### config.mk
export PLATFORM = sky130hd
export DESIGN_NAME = zdos_trap_flat
export DESIGN_NICKNAME = d
export VERILOG_FILES = /design/src/rtl/zdos_trap_if.sv /design/src/rtl/zdos_trap.sv /design/src/flat_wrapper.sv
export SDC_FILE = /design/constraint.sdc
export NUM_CORES = 1
export LEC_CHECK = 0
export CAP_MARGIN = 30
export CORE_MARGIN = 2
export CORE_UTILIZATION = 50
export DETAILED_ROUTE_END_ITERATION = 7
export PLACE_DENSITY_LB_ADDON = 0.2
export SYNTH_ARGS = -nofsm -noshare
export SYNTH_HDL_FRONTEND = slang
export SYNTH_SLANG_ARGS = --single-unit
### constraint.sdc
create_clock -name fclk -period 5.6 [get_ports fclk]
set_clock_uncertainty 0.15 [all_clocks]
set_input_delay 1.12 -clock fclk [delete_from_list [all_inputs] [get_ports fclk]]
set_output_delay 1.12 -clock fclk [all_outputs]
set_load 0.05 [all_outputs]
### src/rtl/zdos_trap_if.sv
// Bus between the Z80 M1-cycle front end and the DOS-entry/exit sequencer.
// valid/ready: m1_start and cycle_end are 1-fclk pulses the slave cannot stall; the slave must take them in the cycle they occur.
interface zdos_trap_if;
  logic        m1_start;
  logic        cycle_end;
  logic [15:0] za;
  logic        romnram;
  logic        rom48;
  logic        dos;
  logic        cpm_n;
  logic        trdos_en;
  logic        dos_turn_on;
  logic        dos_turn_off;
  logic        busy;
  logic [7:0]  entry_cnt;
  logic [2:0]  fsm_state;

  modport master (
    output m1_start, cycle_end, za, romnram, rom48, dos, cpm_n, trdos_en,
    input  dos_turn_on, dos_turn_off, busy, entry_cnt, fsm_state
  );

  modport slave (
    input  m1_start, cycle_end, za, romnram, rom48, dos, cpm_n, trdos_en,
    output dos_turn_on, dos_turn_off, busy, entry_cnt, fsm_state
  );
endinterface

### src/rtl/zdos_trap.sv
// Issues dos_turn_on/dos_turn_off strobes from M1 opcode fetches: TR-DOS entry
// from the 48K ROM entry page, exit on any RAM fetch, with a lost-cycle-end watchdog.
module zdos_trap #(
  parameter logic [7:0]  ENTRY_HI = 8'h3D,
  parameter logic [15:0] RAM_BASE = 16'h4000,
  parameter logic [7:0]  TIMEOUT  = 8'd200
) (
  input logic       fclk,
  input logic       rst_n,
  zdos_trap_if.slave bus
);

  typedef enum logic [2:0] {
    ST_IDLE     = 3'd0,
    ST_DECODE   = 3'd1,
    ST_ON       = 3'd2,
    ST_OFF_WAIT = 3'd3,
    ST_WAIT_END = 3'd4
  } state_t;

  state_t      state_q, state_d;
  logic [15:0] za_q, za_d;
  logic        romnram_q, romnram_d;
  logic        rom48_q, rom48_d;
  logic        dos_q, dos_d;
  logic        cpm_n_q, cpm_n_d;
  logic        trdos_en_q, trdos_en_d;
  logic [7:0]  tmo_q, tmo_d;
  logic [7:0]  entry_cnt_q, entry_cnt_d;
  logic        on_q, on_d;
  logic        off_q, off_d;

  logic capture;
  logic is_entry;
  logic is_exit;

  // A new fetch may pre-empt a cycle whose end was never seen.
  assign capture  = bus.m1_start &&
                    (state_q == ST_IDLE || state_q == ST_OFF_WAIT || state_q == ST_WAIT_END);
  assign is_entry = !dos_q && trdos_en_q && rom48_q && romnram_q && (za_q[15:8] == ENTRY_HI);
  assign is_exit  = dos_q && !romnram_q && (za_q >= RAM_BASE);

  always_comb begin
    state_d     = state_q;
    za_d        = za_q;
    romnram_d   = romnram_q;
    rom48_d     = rom48_q;
    dos_d       = dos_q;
    cpm_n_d     = cpm_n_q;
    trdos_en_d  = trdos_en_q;
    tmo_d       = tmo_q;
    entry_cnt_d = entry_cnt_q;
    on_d        = 1'b0;
    off_d       = 1'b0;

    if (capture) begin
      za_d       = bus.za;
      romnram_d  = bus.romnram;
      rom48_d    = bus.rom48;
      dos_d      = bus.dos;
      cpm_n_d    = bus.cpm_n;
      trdos_en_d = bus.trdos_en;
      state_d    = ST_DECODE;
    end else begin
      case (state_q)
        ST_DECODE: begin
          tmo_d = 8'd0;
          if (!cpm_n_q) begin
            state_d = ST_WAIT_END;
          end else if (is_entry) begin
            state_d = ST_ON;
            on_d    = 1'b1;
            if (entry_cnt_q != 8'hFF) entry_cnt_d = entry_cnt_q + 8'd1;
          end else if (is_exit) begin
            state_d = ST_OFF_WAIT;
          end else begin
            state_d = ST_WAIT_END;
          end
        end
        ST_ON: begin
          tmo_d   = 8'd0;
          state_d = ST_WAIT_END;
        end
        ST_OFF_WAIT: begin
          // cpm_n is not rechecked here: the mode captured at the fetch decides.
          if (bus.cycle_end) begin
            off_d   = 1'b1;
            state_d = ST_IDLE;
          end else if (tmo_q >= TIMEOUT - 8'd1) begin
            state_d = ST_IDLE;
          end else begin
            tmo_d = tmo_q + 8'd1;
          end
        end
        ST_WAIT_END: begin
          if (bus.cycle_end || (tmo_q >= TIMEOUT - 8'd1)) begin
            state_d = ST_IDLE;
          end else begin
            tmo_d = tmo_q + 8'd1;
          end
        end
        default: state_d = ST_IDLE;
      endcase
    end
  end

  always_ff @(posedge fclk or negedge rst_n) begin
    if (!rst_n) begin
      state_q     <= ST_IDLE;
      za_q        <= 16'h0000;
      romnram_q   <= 1'b0;
      rom48_q     <= 1'b0;
      dos_q       <= 1'b0;
      cpm_n_q     <= 1'b1;
      trdos_en_q  <= 1'b0;
      tmo_q       <= 8'd0;
      entry_cnt_q <= 8'd0;
      on_q        <= 1'b0;
      off_q       <= 1'b0;
    end else begin
      state_q     <= state_d;
      za_q        <= za_d;
      romnram_q   <= romnram_d;
      rom48_q     <= rom48_d;
      dos_q       <= dos_d;
      cpm_n_q     <= cpm_n_d;
      trdos_en_q  <= trdos_en_d;
      tmo_q       <= tmo_d;
      entry_cnt_q <= entry_cnt_d;
      on_q        <= on_d;
      off_q       <= off_d;
    end
  end

  assign bus.dos_turn_on  = on_q;
  assign bus.dos_turn_off = off_q;
  assign bus.busy         = (state_q != ST_IDLE);
  assign bus.entry_cnt    = entry_cnt_q;
  assign bus.fsm_state    = state_q;

endmodule
### src/flat_wrapper.sv
// flat-port wrapper written by rule: the top's interface ports become plain ports
module zdos_trap_flat 
#(
  parameter logic [7:0]  ENTRY_HI = 8'h3D,
  parameter logic [15:0] RAM_BASE = 16'h4000,
  parameter logic [7:0]  TIMEOUT  = 8'd200
)
  (fclk, rst_n, bus_m1_start, bus_cycle_end, bus_za, bus_romnram, bus_rom48, bus_dos, bus_cpm_n, bus_trdos_en, bus_dos_turn_on, bus_dos_turn_off, bus_busy, bus_entry_cnt, bus_fsm_state);
  zdos_trap_if bus_i ();
  input logic fclk;
  input logic rst_n;
  input wire logic [$bits(bus_i.m1_start)-1:0] bus_m1_start;
  input wire logic [$bits(bus_i.cycle_end)-1:0] bus_cycle_end;
  input wire logic [$bits(bus_i.za)-1:0] bus_za;
  input wire logic [$bits(bus_i.romnram)-1:0] bus_romnram;
  input wire logic [$bits(bus_i.rom48)-1:0] bus_rom48;
  input wire logic [$bits(bus_i.dos)-1:0] bus_dos;
  input wire logic [$bits(bus_i.cpm_n)-1:0] bus_cpm_n;
  input wire logic [$bits(bus_i.trdos_en)-1:0] bus_trdos_en;
  output wire logic [$bits(bus_i.dos_turn_on)-1:0] bus_dos_turn_on;
  output wire logic [$bits(bus_i.dos_turn_off)-1:0] bus_dos_turn_off;
  output wire logic [$bits(bus_i.busy)-1:0] bus_busy;
  output wire logic [$bits(bus_i.entry_cnt)-1:0] bus_entry_cnt;
  output wire logic [$bits(bus_i.fsm_state)-1:0] bus_fsm_state;
  assign bus_i.m1_start = bus_m1_start;
  assign bus_i.cycle_end = bus_cycle_end;
  assign bus_i.za = bus_za;
  assign bus_i.romnram = bus_romnram;
  assign bus_i.rom48 = bus_rom48;
  assign bus_i.dos = bus_dos;
  assign bus_i.cpm_n = bus_cpm_n;
  assign bus_i.trdos_en = bus_trdos_en;
  assign bus_dos_turn_on = bus_i.dos_turn_on;
  assign bus_dos_turn_off = bus_i.dos_turn_off;
  assign bus_busy = bus_i.busy;
  assign bus_entry_cnt = bus_i.entry_cnt;
  assign bus_fsm_state = bus_i.fsm_state;
  zdos_trap #(.ENTRY_HI(ENTRY_HI), .RAM_BASE(RAM_BASE), .TIMEOUT(TIMEOUT)) u_core (.fclk(fclk), .rst_n(rst_n), .bus(bus_i));
endmodule
# == Yosys cells after proc, flatten, opt, wreduce, memory -nomap -nowiden ==
# Cells that the tools add are included.
# op_classes
shifts,0
addsub,2
bitwise,1
n_mul,0
n_lt_le_gt_ge,2
n_mux,19
reduce_logical,19
div_mod_pow,0
n_eq_ne,11
# op_table
op,n
2-to-1 mux 8 bit,3
case mux 8 bit (3 select lines),1
2-to-1 mux 3 bit,7
adder 8 x 1 -> 8 bit (second input constant),2
greater-or-equal comparator 16 x 15 -> 1 bit (second input constant),1
case mux 3 bit (4 select lines),1
AND reduction 5 bit,2
== test 8 x 6 -> 1 bit (second input constant),1
greater-or-equal comparator 8 bit (second input constant),1
!= test 8 bit (second input constant),1
logical AND 1 bit,7
2-to-1 mux 1 bit,7
== test 3 x 2 -> 1 bit (second input constant),2
!= test 2 bit (second input constant),3
nonzero test 3 bit,2
!= test 4 x 3 -> 1 bit (second input constant),1
== test 3 x 1 -> 1 bit (second input constant),1
== test 3 bit (second input constant),1
logical NOT 3 bit,1
logical OR 1 bit,3
!= test 3 x 2 -> 1 bit (second input constant),1
logical NOT 1 bit,2
AND reduction 2 bit,1
OR reduction 2 bit,1
inverter 1 bit,1
# totals
inputBits,25
wordCells,65
mem_count,0
output_inout_bits,14
mem_bits_ro,0
latch_bits,0
ramBits,0
reg_bits,42

# == Depth between registers and ports, before layout ==
# logic_depth
depth_word,9
depth_mapped,7

# == Worst setup path before layout ==
# No wires, ideal clock.
# synth_timing
kind,register -> output
startpoint,"reg u_core.state_q[1], in the netlist u_core.bus.fsm_state[1]"
endpoint,out bus_busy
path_slack_ns,2.930
required_time_ns,4.330
path_stages_with_launch,3
arrival_time_ns,1.400
cell_sequence,dfrtp_1 -> buf_4 -> or3_2
# synth_between
elab_chain_cells,1
# synth_lines
item,line,rtl
"start, declared",zdos_trap.sv:21,"state_t state_q, state_d;"
"start signal, assigned",zdos_trap.sv:121,state_q <= state_d;
nonzero test 3 bit,zdos_trap.sv:137,assign bus.busy = (state_q != ST_IDLE);
"end, declared",flat_wrapper.sv:22,output wire logic [$bits(bus_i.busy)-1:0] bus_busy;
# Every way passes these cells.

# == Worst setup path after layout ==
# Ends and elaborated chain as after synthesis.

==> reports/metrics.sh <==
GRT_ANTENNA_BEFORE_REPAIR=0
STATUS='completed'
TOTAL_LEAKAGE_POWER_nW=0.8195
CTS_MADE_BUFFERS=5
END_KIND='output pin'
CP_DATA_REQUIRED_TIME_NS=4.33
HORIZ_DIE_DIM_UM=60.58
COMPOUND_GATE_FRACTION_OF_SYNTH_AREA_PCT=10.71
VIAS=1175
SETUP_VIOL=0
AREA_GROWTH_PCT=25.25
ANTENNA_CELLS_INSERTED=0
YS_SEQ_AREA_SHARE_PCT=53.24
PRECTSSETUPSLACK_NS=2.401
YOSYSTOPAREACELLSHARE_PCT=51.60
ARRIVAL_NS=2.03
ROUTEDWLPERCELL_UM=13.36
FINAL-INSTANCE-COUNT-EXCL-FILL=215
SYNTH_FA_HA_AREA_SHARE_PCT=1.564
CTS_SINKS=34
OVERFLOW=0
WIRE_LENGTH_OF_THE_FIRST_GLOBAL_ROUTING_PASS_UM=4871
POST_SYNTH_AND_OR_NAND_NOR_AREA_FRACTION_PCT=18.92
GRT_START_MAX_NET_PINS=35
DPL_CELL_AREA_MM2=0.001941
SETUP.REG_TO_REG.WORST_SLACK_NS=3.02
CP_CLASS='reg2out'
SYNTH-XOR-AREA-SHARE_PCT=3.831
LAYOUT_WORST_PATH_CYCLE_SHARE_PCT=58.92
DRT_ITER0_DRC=61
FIRST_GLOBAL_VIAS=1129
REPORT.FINAL.SLEW_VIOL_COUNT=0
BUFFER_PORTS.INSERTED=30
MIN-DELAY-PATH-CLASS='reg2reg'
DRIVE_GT1_SHARE_PCT=19.30
TIMING_HOLD_VIOLATIONS_FINAL=0
POST-CTS-SETUP-BUFFERS=0
FP.COREAREA_MM2=0.003053
ROUTE.ANTENNA.REMAINING_NETS=0
FLOORPLAN.INITIALDENSITY_PCT=52.42
RESIZED_CELLS_POST_CTS=0
CTS_ROOT_BUFFER='sky130_fd_sc_hd__clkbuf_4'
DOMINANTREGCELLSYNTH='sky130_fd_sc_hd__dfrtp_1'
SYNTH.TOP_CELLS.BY_AREA='sky130_fd_sc_hd__dfrtp_1 52%, sky130_fd_sc_hd__mux2_2 9.9%, sky130_fd_sc_hd__xnor2_1 3.3%, sky130_fd_sc_hd__nand4_1 2.7%, sky130_fd_sc_hd__a21oi_1 2.2%'
GRT_UTIL_ALL_LAYERS_PCT=18.02
CLKLATENCYLATEPIN_NS=0.33
FINAL_INSTANCE_AREA_MM2=0.002004
DRT-PASS1-ITER-COUNT=4
MAX-SLEW-MARGIN-REL_PCT=54.39
WORST_SLEW_PIN_SLEW_NS=0.6841
TIMING.SETUP.TNS_NS=0
SYNTH_TOP_FAMILY_BY_AREA='simple AND/OR/NAND/NOR gates'
CTS_BUFFER_DEPTH=2
H-TREE-DEPTH=2
NETS=197
POSTSYNTH.ASYNCRESETSHARE_PCT=100.0
TIMING.FMAX_GHz=0.3031
FLOORPLAN.DIE.HEIGHT_UM=60.58
LAYOUT_SETUP_WS_NS=2.300
MAX-CAP-VIOLATIONS=0
SYN_INST=135
CRITPATHSLOWESTCELL='sky130_fd_sc_hd__clkdlybuf4s50_1'
DRT_DRC_VIOLATIONS_LEFT=0
SYN_NETS=162
MIN_PERIOD_NS=3.300
WIRELENGTH_UM=2873
DESIGN.PORTCOUNT=39
CRITICAL-PATH-TOP-DELAY-FAMILY='buffers and inverters'
POWER_PER_CELL_AREA_mW_PER_MM2=321.2
STARTPOINT_TYPE='flip-flop'
DIE_AREA_MM2=0.003669
RSZ0062_AT_GRT='false'
AVGSYNTHCELLAREA_UM2=11.85
CORE.ROWCOUNT=20
TRITONCTS='yes'
YOSYSTOPAREACELL='sky130_fd_sc_hd__dfrtp_1'
IR_DROP_mV=0.2194
CRITPATHMAXSTAGEDELAY_NS=0.71
SYNTH.FF_LATCH_COUNT=34
SYNTH_EDF_COUNT=0
CLK_PIN_SLEW_WORST_PATHS_NS=0.11
POST_SYNTH_NUM_CELL_TYPES=45
SYNTHMUXAREASHARE_PCT=9.851
SYNTH_WARNINGS=0
MAPPEDNETLISTAREA_MM2=0.001600
ROUTE.DETAILED.VIAS_PER_INST=5.465
HALF_PERIMETER_WIRE_LENGTH_AFTER_PLACEMENT_UM=2106
PATH_MAX_FANOUT=12
CRITICAL_PATH.CELL_CHAIN='or3_2 > clkdlybuf4s50_1'
GLOBAL_PLACER_S_FINAL_WEIGHTED_CONGESTION=0.8258
DP.CELLS=207
CTS.HOLD.BUFFERS_ADDED=0
TIMING.CRITICAL_PATH.BUF_INV=1
## cells in the mapped netlist, drive strengths merged (3+ instances only)
master and count:
dfrtp 33, mux2 14, o21ai 8, a21oi 7, nand2 7, nand4 7, xnor2 6, or3 5
nor2 4, and2 3, nand2b 3, nand3 3, or3b 3
## worst register-to-register path, stage by stage, from the launching register on
cell and delay, ns:
sky130_fd_sc_hd__dfrtp_1 0.51, sky130_fd_sc_hd__and3b_1 0.24, sky130_fd_sc_hd__o21ai_2 0.54, sky130_fd_sc_hd__or3b_4 0.53, sky130_fd_sc_hd__or4_1 0.48, sky130_fd_sc_hd__nand2_1 0.08
## state kept, by name, indices dropped and copies added (netlist names), 3 cells and up
name / flops
u_core.tmo_q: 8
u_core.bus.entry_cnt: 8
u_core.za_q: 8
u_core.bus.fsm_state: 3
## per-stage QoR
stage	hold WS, ns	power (mW)	util [%]
6_report	0.3521	0.6439	65.66
5_1_grt	0.3752	0.6870	65.66
4_1_cts	0.3606	0.6527	65.66
3_5_place_dp	0.3379	0.5098	63.57
3_3_place_gp	0.3301	0.5003	63.57
2_1_floorplan	0.3143	0.4560	-
## per-layer routing
layer  up-vias  global-route usage (%)  part of all wire, %
met5         -                       0                    0
met4         0                   6.832                  1.0
met3         4                   5.330                  5.1
met2        26                   30.26                   51
met1       570                   21.96                   42
li1        575                       -                    -
## kinds of logic after synthesis
kind of cell,after synthesis
buffers and inverters,5
AND/OR/NAND/NOR,49
adder cells (fa/ha/maj),2
XOR/XNOR,7
multiplexers,14
AO/OA/AOI/OAI,24
flip-flops,34
## final cells by class
cell class	instances	area [µm²]
flip-flops and latches	34	852.1
clock buffers	6	51.30
fillers	263	1049
inverters	2	7.507
well taps	44	55.05
clock inverters	2	12.51
repair buffers	31	307.8
multi-input cells	96	718.2
## layout by cell type (no fill, tap or decap), types with 4 or more instances in the layout
cell and instances:
sky130_fd_sc_hd__dfrtp_1 33, sky130_fd_sc_hd__clkdlybuf4s50_1 30, sky130_fd_sc_hd__mux2_2 14, sky130_fd_sc_hd__nand4_1 7, sky130_fd_sc_hd__nand2_1 7, sky130_fd_sc_hd__o21ai_0 7, sky130_fd_sc_hd__a21oi_1 7, sky130_fd_sc_hd__xnor2_1 6
sky130_fd_sc_hd__clkbuf_4 5, sky130_fd_sc_hd__nor2_1 4, sky130_fd_sc_hd__or3_1 4
## where the power goes
part | leakage, nW | switching, mW | internal, mW
logic | 0.345 | 0.0953 | 0.0872
clock network | 0.0343 | 0.0809 | 0.0604
registers | 0.441 | 0.0315 | 0.289
## worst paths after layout
path	start	endpoint	depth (start not counted)
max	u_core.bus.fsm_state[1]	bus_busy	2
min	u_core.bus.entry_cnt[6]	u_core.bus.entry_cnt[6]	1
max reg2reg	u_core.bus.fsm_state[1]	u_core.tmo_q[3]	5
min reg2reg	u_core.bus.entry_cnt[6]	u_core.bus.entry_cnt[6]	1
max in group asynchronous	rst_n	u_core.cpm_n_q	2
min in group asynchronous	rst_n	u_core.tmo_q[7]	2
No activity file was read; power rests on OpenSTA's default activity.
